### config.mk
export PLATFORM = sky130hd
export DESIGN_NAME = interval_timer_slave_flat
export DESIGN_NICKNAME = d
export VERILOG_FILES = /design/src/rtl/interval_timer_slave_if.sv /design/src/rtl/interval_timer_slave.sv /design/src/flat_wrapper.sv
export SDC_FILE = /design/constraint.sdc
export NUM_CORES = 1
export LEC_CHECK = 0
export BUFFER_PORTS_ARGS = -buffer_cell sky130_fd_sc_hd__buf_2
export CAP_MARGIN = 10
export CORE_AREA = 4 4 154 111
export CTS_BUF_LIST = sky130_fd_sc_hd__clkbuf_4 sky130_fd_sc_hd__clkbuf_8 sky130_fd_sc_hd__clkbuf_16
export CTS_CLUSTER_SIZE = 14
export DETAILED_ROUTE_END_ITERATION = 6
export DIE_AREA = 0 0 158 115
export GPL_TIMING_DRIVEN = 0
export SLEW_MARGIN = 20
export SYNTH_ARGS = -nofsm -noshare
export SYNTH_HDL_FRONTEND = slang
export SYNTH_SLANG_ARGS = --single-unit
### constraint.sdc
create_clock -name clk -period 4.4 [get_ports clk]
set_input_delay 0 -clock clk [delete_from_list [all_inputs] [get_ports clk]]
set_output_delay 0 -clock clk [all_outputs]
set_load 0.05 [all_outputs]
### src/rtl/interval_timer_slave_if.sv
// Avalon-MM register-bus bundle between the Nios II master and the interval timer.
//   address    : word address of the register
//   chipselect : slave selected, qualifies read/write
//   write/read : access strobes
//   writedata  : write data
//   readdata   : registered read data, latency 1
interface interval_timer_slave_if;
    logic [2:0]  address;
    logic        chipselect;
    logic        write;
    logic        read;
    logic [15:0] writedata;
    logic [15:0] readdata;

    modport master (
        output address, chipselect, write, read, writedata,
        input  readdata
    );

    modport slave (
        input  address, chipselect, write, read, writedata,
        output readdata
    );
endinterface

### src/rtl/interval_timer_slave.sv
// Avalon-MM interval timer: 32-bit down-counter with reload period, control/status
// and snapshot registers in a 16-bit, 8-word register window; level interrupt on timeout.
//   clk     : system clock
//   reset_n : asynchronous active-low reset
//   bus     : Avalon-MM slave port (address, chipselect, write, read, writedata, readdata)
//   irq     : level interrupt, TO & ITO
module interval_timer_slave #(
    parameter logic [31:0] DEFAULT_PERIOD = 32'd49_999
) (
    input  logic                   clk,
    input  logic                   reset_n,
    interval_timer_slave_if.slave  bus,
    output logic                   irq
);
    localparam int unsigned CNT_W  = 32;
    localparam int unsigned DATA_W = 16;
    localparam int unsigned ADDR_W = 3;

    localparam logic [ADDR_W-1:0] ADDR_STATUS  = ADDR_W'(0);
    localparam logic [ADDR_W-1:0] ADDR_CONTROL = ADDR_W'(1);
    localparam logic [ADDR_W-1:0] ADDR_PERIODL = ADDR_W'(2);
    localparam logic [ADDR_W-1:0] ADDR_PERIODH = ADDR_W'(3);
    localparam logic [ADDR_W-1:0] ADDR_SNAPL   = ADDR_W'(4);
    localparam logic [ADDR_W-1:0] ADDR_SNAPH   = ADDR_W'(5);

    logic [CNT_W-1:0]  counter,  counter_nxt;
    logic [CNT_W-1:0]  period,   period_nxt;
    logic [CNT_W-1:0]  snapshot, snapshot_nxt;
    logic              to_flag,  to_nxt;
    logic              run,      run_nxt;
    logic              ito,      ito_nxt;
    logic              cont,     cont_nxt;
    logic [DATA_W-1:0] readdata, readdata_nxt;

    logic              wr_c;
    logic              rd_c;
    logic              timeout_c;
    logic [DATA_W-1:0] read_mux_c;

    assign wr_c      = bus.chipselect & bus.write;
    assign rd_c      = bus.chipselect & bus.read;
    assign timeout_c = run & (counter == '0);

    // Read mux; always sees pre-edge register values.
    always_comb begin
        read_mux_c = '0;
        case (bus.address)
            ADDR_STATUS:  read_mux_c = DATA_W'({run, to_flag});
            ADDR_CONTROL: read_mux_c = DATA_W'({cont, ito});
            ADDR_PERIODL: read_mux_c = period[DATA_W-1:0];
            ADDR_PERIODH: read_mux_c = period[CNT_W-1:DATA_W];
            ADDR_SNAPL:   read_mux_c = snapshot[DATA_W-1:0];
            ADDR_SNAPH:   read_mux_c = snapshot[CNT_W-1:DATA_W];
            default:      read_mux_c = '0;
        endcase
    end

    // Next-state: counting first, then bus writes override where they collide.
    always_comb begin
        counter_nxt  = counter;
        period_nxt   = period;
        snapshot_nxt = snapshot;
        to_nxt       = to_flag;
        run_nxt      = run;
        ito_nxt      = ito;
        cont_nxt     = cont;
        readdata_nxt = readdata;

        if (rd_c) begin
            readdata_nxt = read_mux_c;
        end

        if (run) begin
            if (timeout_c) begin
                counter_nxt = period;
                to_nxt      = 1'b1;
                run_nxt     = cont;
            end else begin
                counter_nxt = counter - CNT_W'(1);
            end
        end

        if (wr_c) begin
            case (bus.address)
                ADDR_STATUS: begin
                    // A timeout on the same edge keeps TO set.
                    if (!timeout_c) begin
                        to_nxt = 1'b0;
                    end
                end
                ADDR_CONTROL: begin
                    ito_nxt  = bus.writedata[0];
                    cont_nxt = bus.writedata[1];
                    if (bus.writedata[3]) begin
                        run_nxt = 1'b0;
                    end else if (bus.writedata[2]) begin
                        run_nxt = 1'b1;
                    end
                end
                ADDR_PERIODL: begin
                    period_nxt[DATA_W-1:0] = bus.writedata;
                    counter_nxt            = period_nxt;
                    run_nxt                = 1'b0;
                end
                ADDR_PERIODH: begin
                    period_nxt[CNT_W-1:DATA_W] = bus.writedata;
                    counter_nxt                = period_nxt;
                    run_nxt                    = 1'b0;
                end
                ADDR_SNAPL, ADDR_SNAPH: begin
                    // Captures the pre-edge counter value.
                    snapshot_nxt = counter;
                end
                default: ;
            endcase
        end
    end

    // State registers.
    always_ff @(posedge clk or negedge reset_n) begin
        if (!reset_n) begin
            counter  <= DEFAULT_PERIOD;
            period   <= DEFAULT_PERIOD;
            snapshot <= '0;
            to_flag  <= 1'b0;
            run      <= 1'b0;
            ito      <= 1'b0;
            cont     <= 1'b0;
            readdata <= '0;
        end else begin
            counter  <= counter_nxt;
            period   <= period_nxt;
            snapshot <= snapshot_nxt;
            to_flag  <= to_nxt;
            run      <= run_nxt;
            ito      <= ito_nxt;
            cont     <= cont_nxt;
            readdata <= readdata_nxt;
        end
    end

    assign bus.readdata = readdata;
    assign irq          = to_flag & ito;

endmodule

### src/flat_wrapper.sv
// flat-port wrapper written by rule: the top's interface ports become plain ports
module interval_timer_slave_flat 
#(
    parameter logic [31:0] DEFAULT_PERIOD = 32'd49_999
)
  (clk, reset_n, irq, bus_address, bus_chipselect, bus_write, bus_read, bus_writedata, bus_readdata);
  interval_timer_slave_if bus_i ();
  input  logic clk;
  input  logic reset_n;
  output logic irq;
  input wire logic [$bits(bus_i.address)-1:0] bus_address;
  input wire logic [$bits(bus_i.chipselect)-1:0] bus_chipselect;
  input wire logic [$bits(bus_i.write)-1:0] bus_write;
  input wire logic [$bits(bus_i.read)-1:0] bus_read;
  input wire logic [$bits(bus_i.writedata)-1:0] bus_writedata;
  output wire logic [$bits(bus_i.readdata)-1:0] bus_readdata;
  assign bus_i.address = bus_address;
  assign bus_i.chipselect = bus_chipselect;
  assign bus_i.write = bus_write;
  assign bus_i.read = bus_read;
  assign bus_i.writedata = bus_writedata;
  assign bus_readdata = bus_i.readdata;
  interval_timer_slave #(.DEFAULT_PERIOD(DEFAULT_PERIOD)) u_core (.clk(clk), .reset_n(reset_n), .bus(bus_i), .irq(irq));
endmodule
* After elaboration in Yosys (flattened, before gate mapping)
Index checks and enable logic that the tools add are counted.
** Word-level totals
- Word-level logic and storage cells :: 43
- Input bits :: 24
- Output and inout port bits :: 17
- Flip-flop bits (word level) :: 116
** Cells by class
- Bitwise gates (word level) :: 4
- Reduce and logical (&&, ||, !) cells :: 8
- Equal/unequal tests :: 5
- Add/subtract/negate cells :: 1
- Multiplexer cells :: 16
** Operators by type and width (count)
- 2-to-1 mux 32 bit :: 3
- one-hot mux 16 bit (6 select lines) :: 1
- one-hot mux 32 bit (2 select lines) :: 1
- logical NOT 32 bit :: 1
- subtractor 32 x 1 -> 32 bit, second input constant :: 1
- 2-to-1 mux 1 bit :: 10
- AND reduction 2 bit :: 4
- equality test 3 x 2 -> 1 bit, second input constant :: 2
- equality test 3 bit, second input constant :: 2
- AND 1 bit :: 4
- OR reduction 2 bit :: 2
- equality test 3 x 1 -> 1 bit, second input constant :: 1
- logical NOT 3 bit :: 1
- one-hot mux 1 bit (2 select lines) :: 1

* Longest topological paths before layout
- Depth after elaboration :: 8
- Mapped depth :: 8

* Worst setup path after synthesis
Ideal clock, no wire load.
- Path type :: register to register
- Start point :: reg u_core.counter[0]
- End point :: reg u_core.counter[11]
- Arrival :: 2.073 ns
- Setup slack :: 2.185 ns
- Period minus slack after synthesis :: 2.215 ns
- Path buffers :: 1
- Stages on the path, launching flop included :: 9
- Library setup time :: 0.142 ns
- Path through :: dfstp_2 -> inv_1 -> ha_1 -> or4b_2 -> nor2_1 -> nand4_2 -> buf_2 -> mux2i_1 -> o221ai_1
** Between the ends
- Cells in the longest elaborated chain, start to end :: 6
- Elaborated cells on any way between the ends :: 7
- Classes of those cells :: add/sub: 1; mux: 4; bitwise: 1; reduce/logical: 1
** Ends and longest elaborated chain
- start, declared :: RTL line interval_timer_slave.sv:26 : logic [CNT_W-1:0] counter, counter_nxt;
- start signal, assigned :: RTL line interval_timer_slave.sv:131 : counter <= counter_nxt;
- parallel branches: the longest is 2 deep, another holds subtractor 32 x 1 -> 32 bit
- 2-to-1 mux 32 bit (*) :: RTL line interval_timer_slave.sv:74 : if (timeout_c) begin
- 2-to-1 mux 32 bit (*) :: RTL line interval_timer_slave.sv:73 : if (run) begin
- one-hot mux 32 bit (2 select lines) :: RTL line interval_timer_slave.sv:84 : case (bus.address)
- 2-to-1 mux 32 bit (*) :: RTL line interval_timer_slave.sv:83 : if (wr_c) begin
- net u_core.counter_nxt[11] :: RTL line interval_timer_slave.sv:26
Mark *: on every way through the listed nets, which the timed path passes.
A chain may end at the register's enable or synchronous reset.

* Worst setup path in the final report
- Start point :: reg u_core.counter[10]
- End point :: reg u_core.counter[26]
The elaborated chain is that of the path after synthesis.

==> summary.md <==
| Metric | Value |
|---|---|
| Peak supply drop | `0.0002159 V` |
| Initial core utilization | `40.84%` |
| Post-synth EDFFs | `0` |
| Status | `completed` |
| Syn Inst Count | `594` |
| DRT Wirelength | `22730 µm` |
| Vias in the first global route | `5456` |
| Post-cts sizing count | `0` |
| GRT Total Usage | `25.35%` |
| #FFs+latches synth | `116` |
| ANT cells | `0` |
| Max_cap viols | `0` |
| CP Max Fanout | `10` |
| Unrepaired setup endpoints after global routing | `no` |
| Post-synth net total | `619` |
| Vias post-DR | `5716` |
| Final Hold Fails | `0` |
| Reg2reg path depth | `6` |
| Post-route ant nets | `0` |
| Post-Layout Cell Count | `883` |
| Cell area after synthesis | `6311 µm²` |
| Top FF cell, synth | `dfrtp_1` |
| Final instance area | `7580 µm²` |
| Hold Path Stages | `3` |
| Remaining Overflow, GRT | `0` |
| Hold path startpoint | `bus_write` |
| Syn_area_per_cell | `10.62 µm²` |
| Syn-to-layout area delta | `20.10%` |
| Worst-skew pair later-pin latency | `0.42 ns` |
| Via density | `6.473` |
| Final Max Slew Viols | `0` |
| Critical R2R Launch | `u_core.counter[10]$_DFF_PN0_` |
| Power Dens Cells | `576.9 nW/µm²` |
| Arrival time at the worst endpoint | `3.37 ns` |
| First-pass GRT wire length | `33970 µm` |
| Initial DRC Count | `630` |
| Die height | `115 µm` |
| Post-DP HPWL | `16050 µm` |
| Synth top area share | `38.86%` |
| Die area | `18170 µm²` |
| Fin crit period | `3.109 ns` |
| YS warnings | `0` |
| Sequential cell area fraction in the yosys report | `46.35%` |
| DR WL/cell | `25.74 µm` |
| CP startpoint | `u_core.counter[10]$_DFF_PN0_` |
| Final setup vio count | `0` |
| CTS Sinks | `116` |
| Slew @ Worst Pin | `0.9287 ns` |
| CTS root buf | `clkbuf_16` |
| Largest net degree at the start of global routing | `71` |
| Number of I/O pins | `41` |
| DRC violation count after routing | `0` |
| Port bufs | `38` |
| Max_slew headroom | `38.08%` |
| Clk slew on worst S/H paths | `0.06 ns` |
| Initial antenna violation count | `0` |
| Nets | `695` |
| Clk_skew | `0.01405 ns` |
| Commonest non-fill, non-tap cell in the layout | `dfrtp_1` |
| Hold Crit Class | `input port to register` |
| Async SR Flop Fraction | `100.0%` |
| Kind of critical path | `register to register` |
| Gpl congestion | `0.9677` |
| CORE AREA | `15450 µm²` |
| DRT Pass-1 Iters | `5` |
| Critical path data required time | `4.66 ns` |
| Bufs on Longest Clock Path | `2` |
| Row count | `38` |
| Pleak | `3.165 nW` |
| Top post-synthesis cells by area | `dfrtp_1 39%, mux2_2 12%, dfstp_2 7.5%` |
| Tcrit/Tclk final | `70.67%` |
| Yosys cell types | `65` |
| Cell Count Post-Placement | `833` |
| Max Fclk | `321.6 MHz` |
| Most frequent cells in the layout | `98 x dfrtp_1, 68 x mux2_2, 54 x nor2_1, 42 x buf_2, 36 x mux2i_1` |
| TritonCTS clock tree | `done` |
| Crit end category | `register` |
| Hold Buf Count CTS | `18` |
| Post-synth top area cell | `dfrtp_1` |
| H-tree Lvls | `4` |
| Placed cell area | `6792 µm²` |
| Fin Setup TNS | `0 ns` |
| Startpoint class of the critical path | `register` |
| Postcts setup bufs | `0` |
| Share of cells above drive strength 1 | `25.77%` |
| Num CTS Buffers | `17` |
| Die span in x | `158 µm` |
==> area by class of cell <==
type | count | area [µm²]
fillers | 1424 | 7873
well taps | 200 | 250.2
multi-input cells | 430 | 3211
clock buffers | 19 | 452.9
inverters | 7 | 26.28
repair buffers | 57 | 404.1
clock inverters | 13 | 150.1
plain buffers | 41 | 160.2
flip-flops and latches | 116 | 2925
==> synth_stat cells, drive strengths merged (3+ instances only) <==
| master | instances |
|---|---|
| a21oi | 18 |
| a31oi | 14 |
| nand2 | 27 |
| a221o | 5 |
| a32oi | 4 |
| mux2i | 36 |
| nor2b | 5 |
| mux2 | 68 |
| nand4 | 6 |
| or4 | 3 |
| o221ai | 6 |
| nor2 | 54 |
| inv | 6 |
| o31ai | 8 |
| o21a | 3 |
| dfstp | 18 |
| a211oi | 6 |
| nor4 | 8 |
| buf | 7 |
| or3 | 6 |
| nor3 | 25 |
| a22o | 14 |
| and3 | 4 |
| nand3 | 11 |
| dfrtp | 98 |
| o21ai | 22 |
| nand4b | 4 |
| clkbuf | 34 |
| a221oi | 24 |
| xnor2 | 10 |
| a22oi | 5 |
| and2 | 4 |
==> power by group <==
group / internal (mW) / leakage (nW) / switching [mW]
registers: 1.45 / 1.40 / 0.384
logic: 0.495 / 1.49 / 0.618
clock network: 0.871 / 0.279 / 0.554
==> metal layers <==
layer | wire length, µm | track usage (%) | up-vias | part of all wire, %
met5 | 0 | 0 | - | 0
met4 | 503 | 7.386 | 0 | 2.2
met3 | 2817 | 8.804 | 44 | 12
met2 | 9303 | 34.56 | 346 | 41
met1 | 10110 | 37.82 | 2890 | 44
li1 | - | - | 2436 | -
==> path summary, 6_finish.rpt <==
kind | endpoint | slack (ns)
setup reg to reg | u_core.counter[26]$_DFF_PN0_ | 1.29
min in group asynchronous | u_core.bus.readdata[0]$_DFFE_PN0P_ | 0.17
hold / removal | u_core.run$_DFF_PN0_ | 0.03
hold reg to reg | u_core.bus.readdata[0]$_DFFE_PN0P_ | 0.48
max in group asynchronous | u_core.counter[2]$_DFF_PN1_ | 3.48
setup / recovery | u_core.counter[26]$_DFF_PN0_ | 1.29
==> metrics by stage <==
step	worst slack [ns]	hold WS, ns	power [mW]	util [%]
final	1.291	0.03346	4.373	49.05
after global placement	1.198	0.2927	2.860	43.69
after floorplan	2.185	-0.2956	2.496	-
after detailed placement	1.502	0.06427	2.907	43.95
after global routing	1.207	0.04055	4.565	49.05
after CTS	1.482	0.01214	4.340	49.02
==> sequential cells by signal, indices dropped and copies added (netlist names) <==
register and count:
u_core.ito 1, u_core.cont 1, u_core.counter 32, u_core.bus.readdata 16
u_core.snapshot 32, u_core.run 1, u_core.period 32, u_core.to_flag 1
==> critical path, cell delays in order, from the launching register on <==
cell      delay [ns]
dfrtp_1         0.44
nor3_1          0.76
and4_1          0.45
nand4_2         0.36
clkbuf_1        0.52
o31ai_1         0.35
a21oi_1         0.08
==> kinds of logic after synthesis <==
logic type	count (synthesis)	share of synthesized area (%)
muxes	104	17.84
DFF	116	46.35
and+or+nand+nor	169	14.18
xor gates and xnor gates	11	1.527
buffers and inverters	48	2.954
adders and majority gates	1	0.1982
AOI/OAI and AO/OA	145	16.95
Power figures use the tool's default switching activity.
